--- config.mk ---
export PLATFORM = sky130hd
export DESIGN_NAME = multi_space_parking_controller
export DESIGN_NICKNAME = d
export VERILOG_FILES = /design/src/rtl/multi_space_parking_controller.sv
export SDC_FILE = /design/constraint.sdc
export NUM_CORES = 1
export LEC_CHECK = 0
export ABC_CLOCK_PERIOD_IN_PS = 2680
export BUFFER_PORTS_ARGS = -buffer_cell sky130_fd_sc_hd__buf_2
export CAP_MARGIN = 40
export CORE_UTILIZATION = 58
export CTS_CLUSTER_SIZE = 14
export DETAILED_ROUTE_END_ITERATION = 8
export PLACE_DENSITY = 0.84
export SYNTH_ARGS = -nofsm -noshare
export SYNTH_HDL_FRONTEND = slang
export SYNTH_SLANG_ARGS = --single-unit
--- constraint.sdc ---
create_clock -name clk -period 2.68 [get_ports clk]
set_input_delay 0.402 -clock clk [delete_from_list [all_inputs] [get_ports clk]]
set_output_delay 0.402 -clock clk [all_outputs]
set_load 0.01 [all_outputs]
--- src/rtl/multi_space_parking_controller.sv ---
// Entry-gate controller: keypad PIN check with attempt limit and timeout,
// timed gate close, admin unblock, and lot occupancy tracking up to CAPACITY.
module multi_space_parking_controller #(
  parameter int unsigned       CODE_W       = 16,
  parameter logic [CODE_W-1:0] CORRECT_CODE = 16'h2468,
  parameter logic [CODE_W-1:0] ADMIN_CODE   = 16'hA5A5,
  parameter int unsigned       MAX_ATTEMPTS = 3,
  parameter int unsigned       CAPACITY     = 8,
  parameter int unsigned       PIN_TIMEOUT  = 64,
  parameter int unsigned       CLOSE_CYCLES = 4
) (
  input  logic                                clk,
  input  logic                                rst,
  input  logic                                i_vehicle_arrival,
  input  logic                                i_vehicle_left,
  input  logic                                i_vehicle_exit,
  input  logic [CODE_W-1:0]                   i_code,
  input  logic                                i_code_ack,
  output logic                                o_open_gate,
  output logic                                o_close_gate,
  output logic                                o_wrong_pin,
  output logic                                o_blocked_gate,
  output logic                                o_lot_full,
  output logic [$clog2(CAPACITY+1)-1:0]       o_occupancy,
  output logic [$clog2(MAX_ATTEMPTS+1)-1:0]   o_attempts
);

  localparam int unsigned OCC_W = $clog2(CAPACITY + 1);
  localparam int unsigned ATT_W = $clog2(MAX_ATTEMPTS + 1);
  localparam int unsigned TMO_W = $clog2(PIN_TIMEOUT + 1);
  localparam int unsigned CLS_W = $clog2(CLOSE_CYCLES + 1);

  typedef enum logic [2:0] {
    IDLE, WAIT_PIN, GATE_OPEN, CLOSING, BLOCKED
  } state_t;

  state_t             r_state;
  logic               r_open_gate;
  logic               r_close_gate;
  logic               r_wrong_pin;
  logic               r_blocked_gate;
  logic               r_lot_full;
  logic [OCC_W-1:0]   r_occ;
  logic [ATT_W-1:0]   r_attempts;
  logic [TMO_W-1:0]   r_tmo;
  logic [CLS_W-1:0]   r_cls;

  logic               w_occ_inc;
  logic [OCC_W-1:0]   w_occ_nxt;
  logic [ATT_W-1:0]   w_att_inc;

  assign w_occ_inc = (r_state == GATE_OPEN) && i_vehicle_left;
  assign w_att_inc = r_attempts + ATT_W'(1);

  // Saturating occupancy; a simultaneous entry and exit cancel out.
  always_comb begin
    w_occ_nxt = r_occ;
    if (w_occ_inc && !i_vehicle_exit) begin
      if (r_occ != OCC_W'(CAPACITY)) w_occ_nxt = r_occ + OCC_W'(1);
    end else if (!w_occ_inc && i_vehicle_exit) begin
      if (r_occ != '0) w_occ_nxt = r_occ - OCC_W'(1);
    end
  end

  always_ff @(posedge clk or posedge rst) begin
    if (rst) begin
      r_state        <= IDLE;
      r_open_gate    <= 1'b0;
      r_close_gate   <= 1'b0;
      r_wrong_pin    <= 1'b0;
      r_blocked_gate <= 1'b0;
      r_lot_full     <= 1'b0;
      r_occ          <= '0;
      r_attempts     <= '0;
      r_tmo          <= '0;
      r_cls          <= '0;
    end else begin
      r_wrong_pin <= 1'b0;
      r_occ       <= w_occ_nxt;
      r_lot_full  <= (w_occ_nxt == OCC_W'(CAPACITY));

      case (r_state)
        IDLE: begin
          if (i_vehicle_arrival && !r_lot_full) begin
            r_state <= WAIT_PIN;
            r_tmo   <= '0;
          end
        end

        // code_ack outranks the timeout expiring on the same cycle
        WAIT_PIN: begin
          if (i_code_ack) begin
            if (i_code == CORRECT_CODE) begin
              r_state     <= GATE_OPEN;
              r_open_gate <= 1'b1;
              r_attempts  <= '0;
            end else begin
              r_wrong_pin <= 1'b1;
              r_attempts  <= w_att_inc;
              if (w_att_inc == ATT_W'(MAX_ATTEMPTS)) begin
                r_state        <= BLOCKED;
                r_blocked_gate <= 1'b1;
              end else begin
                r_tmo <= '0;
              end
            end
          end else if (r_tmo == TMO_W'(PIN_TIMEOUT - 1)) begin
            r_state    <= IDLE;
            r_attempts <= '0;
          end else begin
            r_tmo <= r_tmo + TMO_W'(1);
          end
        end

        GATE_OPEN: begin
          if (i_vehicle_left) begin
            r_open_gate <= 1'b0;
            if (i_vehicle_arrival) begin
              r_state        <= BLOCKED;
              r_blocked_gate <= 1'b1;
            end else begin
              r_state      <= CLOSING;
              r_close_gate <= 1'b1;
              r_cls        <= '0;
            end
          end
        end

        CLOSING: begin
          if (r_cls == CLS_W'(CLOSE_CYCLES - 1)) begin
            r_state      <= IDLE;
            r_close_gate <= 1'b0;
          end else begin
            r_cls <= r_cls + CLS_W'(1);
          end
        end

        BLOCKED: begin
          if (i_code_ack && (i_code == ADMIN_CODE)) begin
            r_state        <= IDLE;
            r_blocked_gate <= 1'b0;
            r_attempts     <= '0;
          end
        end

        default: begin
          r_state        <= IDLE;
          r_open_gate    <= 1'b0;
          r_close_gate   <= 1'b0;
          r_blocked_gate <= 1'b0;
        end
      endcase
    end
  end

  assign o_open_gate    = r_open_gate;
  assign o_close_gate   = r_close_gate;
  assign o_wrong_pin    = r_wrong_pin;
  assign o_blocked_gate = r_blocked_gate;
  assign o_lot_full     = r_lot_full;
  assign o_occupancy    = r_occ;
  assign o_attempts     = r_attempts;

endmodule

# After elaboration in Yosys (flattened, before gate mapping)
# Index checks and enable logic that the tools add are counted.
[op_classes]
add_sub_neg = 5
n_eq_ne = 27
mux = 47
bitwise = 3
reduce_logical = 23
[op_table]
columns = ["cell", "count"]
rows = [
  ["3-bit two-way mux", 12],
  ["7-bit two-way mux", 5],
  ["2-bit != test (second input constant)", 11],
  ["16-bit by 14-bit == test with 1-bit output (second input constant)", 1],
  ["16-bit == test (second input constant)", 1],
  ["4-bit two-way mux", 4],
  ["1-bit two-way mux", 15],
  ["3-bit case mux with 5 select lines", 1],
  ["7-bit case mux with 2 select lines", 1],
  ["3-bit != test (second input constant)", 4],
  ["4-bit AND reduction", 3],
  ["3-bit by 2-bit == test with 1-bit output (second input constant)", 3],
  ["2-bit two-way mux", 4],
  ["4-bit != test (second input constant)", 2],
  ["7-bit by 1-bit adder with 7-bit output (second input constant)", 1],
  ["7-bit by 6-bit == test with 1-bit output (second input constant)", 1],
  ["7-bit AND reduction", 1],
  ["1-bit case mux with 3 select lines", 2],
  ["3-bit case mux with 2 select lines", 1],
  ["6-bit AND reduction", 1],
  ["2-bit nonzero test", 3],
  ["3-bit OR reduction", 2],
  ["1-bit logical AND", 5],
  ["5-bit AND reduction", 1],
  ["16 further kinds", 20],
]
[word_totals]
regBits = 24
inputBits = 22
out_inout_bits = 11
word_cells = 115

# Longest topological paths before layout
[logic_depth]
ltp_word = 7
mapped_depth = 7
depth_no_buf = 7

# Worst setup path after synthesis
# Ideal clock, no wire load.
[synth_timing]
path_type = "input port to flip-flop"
start = "input i_code[14]"
end = "register r_state[0]"
setup_time_ns = 0.128
arrival_ns = 1.639
required_ns = 2.552
slack_ns = 0.914
path_stages = 5
path_buffers = 0
path_cell_list = "and4bb_1 nand4_2 o311ai_2 nor2b_1 mux2_1"
[synth_via]
elab_chain_cells = 4
elab_cells_between_ends = 9
classes_between = "eq/ne: 4; mux: 3; reduce/logical: 2"
[synth_rtl]
columns = ["item", "line_no", "rtl"]
rows = [
  ["start: declaration", "17", "input logic [CODE_W-1:0] i_code,"],
  ["16-bit by 14-bit == test with 1-bit output or 16-bit == test (tied branches)", "93, 139", ""],
  ["3-bit two-way mux or 1-bit logical AND (tied branches)", "93, 139", ""],
  ["3-bit two-way mux or 2-bit != test (tied branches)", "n/a", ""],
  ["3-bit case mux with 5 select lines or 6-bit AND reduction (tied branches)", "n/a", ""],
  ["end signal: assignment", "85", "r_state <= WAIT_PIN;"],
  ["end signal: assignment", "94", "r_state <= GATE_OPEN;"],
  ["end signal: assignment", "101", "r_state <= BLOCKED;"],
  ["end: declaration", "37", "state_t r_state;"],
]
# Parallel ways exist; a longest one is shown, timed or not.
# A chain may end at the register's enable or synchronous reset.

# Worst setup path after layout
[layout_timing]
start = "register r_state[0]"
end = "register r_lot_full (netlist: o_lot_full)"
[layout_via]
elab_chain_cells = 7
elab_cells_between_ends = 8
classes_between = "eq/ne: 2; mux: 2; reduce/logical: 4"
[layout_rtl]
columns = ["item", "line_no", "rtl"]
rows = [
  ["start signal: assignment", "67", "r_state <= IDLE;"],
  ["start signal: assignment", "85", ""],
  ["start signal: assignment", "94", ""],
  ["3-bit by 2-bit == test with 1-bit output *", "52", "assign w_occ_inc = (r_state == GATE_OPEN) && i_vehicle_left;"],
  ["1-bit logical AND *", "52", ""],
  ["1-bit logical NOT", "60", "end else if (!w_occ_inc && i_vehicle_exit) begin"],
  ["1-bit logical AND", "60", ""],
  ["4-bit two-way mux", "60", ""],
  ["4-bit two-way mux *", "58", "if (w_occ_inc && !i_vehicle_exit) begin"],
  ["named net w_occ_nxt[1]", "49", "logic [OCC_W-1:0] w_occ_nxt;"],
  ["4-bit == test *", "80", "r_lot_full <= (w_occ_nxt == OCC_W'(CAPACITY));"],
  ["end signal: assignment", "80", ""],
  ["end: declaration", "42", "logic r_lot_full;"],
]
# The timed path passes the listed nets; every way through them passes the cells marked *.

==> impl_metrics.py <==
metrics = {
    "run_status": {
        "status": "completed",
    },
    "setup_path": {
        "r2r_slack_ns": 0.53,
        "critPathMaxFanout": 20,
        "cp_data_required_time_ns": 2.90,
        "crit_path_end_kind": "flop",
        "critical_path_arrival_ns": 2.37,
        "max_stage_delay_ns": 0.73,
        "cp_cell_sequence": "and4bb_1 > a31oi_1 > mux2_2 > mux2i_1 > nor4b_2",
        "critical_path_class": "reg -> reg",
        "start_kind": "flop",
        "crit_slowest_cell": "dfrtp_1",
    },
    "cts": {
        "path_clk_slew_ns": 0.14,
        "clk_latency_ns": 0.33,
        "htreeDepth": 1,
        "cts.sinks": 24,
        "cts_buffers": 3,
        "cts_buffer_depth": 2,
        "post_cts_buffers": 0,
        "cts-root-buf": "clkbuf_4",
        "cts_tree": "built",
    },
    "synthesis": {
        "ys_types": 50,
        "synth-edff-count": 0,
        "synthesis.nets": 193,
        "async_flop_share": 1.00,
        "dominantRegCellSynth": "dfrtp_1",
        "ys_ff_latch": 24,
        "synthCells": 165,
        "synthesis.area_mm2": 0.00155,
        "synth-seq-area-share": 0.388,
        "syn_area_per_cell_um2": 9.37,
        "ys_warn_count": 0,
    },
    "floorplan": {
        "die_w_um": 53.6,
        "ios": 33,
        "rows": 18,
        "start_util": 0.619,
        "core_mm2": 0.00250,
        "die_y_um": 53.6,
        "die-area_mm2": 0.00288,
    },
    "global_route": {
        "grt_pass1_wl_mm": 5.78,
        "grt_pass1_vias": 1402,
        "grt_overflow": 0,
        "antenna_found_initial": 0,
        "grt_max_degree": 21,
        "grt_usage": 0.280,
    },
    "pwr": {
        "switching_share": 0.412,
        "finalPower_w": 0.00164,
        "internal_power_w": 0.000963,
        "pwr-share-comb": 0.456,
        "p_leak_nw": 0.856,
        "power_density_mw_per_mm2": 904,
        "p_sw_w": 0.000674,
        "clkPwrFrac": 0.164,
        "seq_power_share": 0.380,
        "peakVddDrop_mv": 0.605,
    },
    "sta": {
        "tightest_slew_ns": 0.576,
        "fin_ws_ns": 0.526,
        "fin_crit_sh": 0.804,
        "hold_ws_ns": 0.407,
        "finalSetupViolCount": 0,
        "drv_slew": 0,
        "fmax_mhz": 464,
        "relSlewSlack": 0.616,
        "skew_ns": 0.00567,
        "period_needed_ns": 2.15,
        "hold_viol_final": 0,
        "final.setup.tns_ns": 0,
        "grt_setup_unrepaired": "false",
    },
    "routing": {
        "drc": 0,
        "totalWireLength_mm": 3.54,
        "drtAntennaViolNets": 0,
        "via_per_inst": 6.30,
        "vias": 1429,
        "wl_per_cell_um": 15.6,
        "drt_iter0_markers": 51,
        "drtPass1Iterations": 4,
    },
    "run": {
        "maxCapViolCount": 0,
    },
    "place": {
        "hpwl_mm": 2.65,
        "place_congestion": 0.791,
        "dp_slack_ns": 0.558,
        "numPortBuffers": 32,
    },
    "final_layout": {
        "n_antenna_cell": 0,
        "layout_commonest_cell": "buf_2",
        "area_delta_synth_final_pct": 17.1,
        "most-common-layout-cells": "buf_2, dfrtp_1, nand2_1, inv_1, nor2_1",
        "final_util": 0.724,
        "final_nets": 226,
        "drive_above_1_share": 0.234,
    },
    "hold_path": {
        "hold_class": "in -> reg",
    },
}
synth_stat cells, types with 3 or more instances:
master    number  share of area
dfrtp_1       24           0.39
inv_1         13          0.032
nand2_1       13          0.032
nor2_1        12          0.029
o21ai_0       10          0.032
a21oi_1        8          0.026
nor2b_1        7          0.028
ha_1           6          0.049
nand3_1        6          0.019
a31oi_1        5          0.020
mux2i_1        5          0.032
buf_2          4          0.013
clkbuf_1       3         0.0073
o31ai_1        3          0.015
power by group through the flow:
| stage | sequential, W | combinational [W] | clock, W |
|---|---|---|---|
| floorplan | 0.000579 | 0.000567 | 0 |
| global placement | 0.000614 | 0.000697 | 0 |
| detailed placement | 0.000623 | 0.000742 | 0 |
| CTS | 0.000616 | 0.000746 | 0.000271 |
| global route | 0.000642 | 0.000836 | 0.000283 |
| finish | 0.000622 | 0.000747 | 0.000268 |
cell type report:
type,instances,area [µm²]
Tap cell,30,37.5
Clock inverter,1,30.0
Inverter,13,48.8
Clock buffer,3,22.5
Sequential cell,24,601
Multi-Input combinational cell,121,866
Timing Repair Buffer,35,205
Fill cell,189,689
stage by stage:
stage                     area [µm²]  instances
final                           1810        227
after global routing            1810        227
after CTS                       1810        227
after detailed placement        1750        222
after global placement          1720        221
after floorplan                 1550        165
timing repair:
| action | CTS | global route |
|---|---|---|
| hold endpoints to repair | 4 | 0 |
| gates resized for setup | 0 | 0 |
| hold buffers | 1 | 0 |
path summary, 6_finish.rpt:
kind,start,to,depth (start not counted)
worst max-delay path,r_state[0],o_lot_full,5
worst min-delay path,i_vehicle_arrival,r_state[2],3
worst max register to register,r_state[0],o_lot_full,5
worst min register to register,r_tmo[5],r_tmo[5],1
max in group asynchronous,rst,r_tmo[2],4
min in group asynchronous,rst,o_lot_full,3
flip-flops by register name, summed over array words and instances (netlist names):
name            flops
o_lot_full          1
o_close_gate        1
o_wrong_pin         1
o_attempts          2
r_state             3
o_occupancy         4
o_blocked_gate      1
o_open_gate         1
r_tmo               7
r_cls               3
per-layer routing:
metal / track usage / vias to the layer above / share of wire
met5: 0 / - / 0
met4: 0.145 / 0 / 0.026
met3: 0.0339 / 11 / 0.040
met2: 0.515 / 45 / 0.52
met1: 0.313 / 695 / 0.41
li1: - / 678 / -
cells by family after synthesis:
| logic type | after synthesis | synth area share |
|---|---|---|
| muxes | 8 | 0.0542 |
| AOI/OAI and AO/OA | 48 | 0.228 |
| xor gates and xnor gates | 1 | 0.00566 |
| adders and majority gates | 6 | 0.0485 |
| DFF | 24 | 0.388 |
| and+or+nand+nor | 58 | 0.223 |
| buffers and inverters | 20 | 0.0518 |
critical path: cells and delay by family (launching register included):
family	cells	cell delay (ns)
DFF	1	0.73
muxes	2	0.60
and+or+nand+nor	2	0.44
AOI/OAI and AO/OA	1	0.27
(Power assumes the default switching activity.)
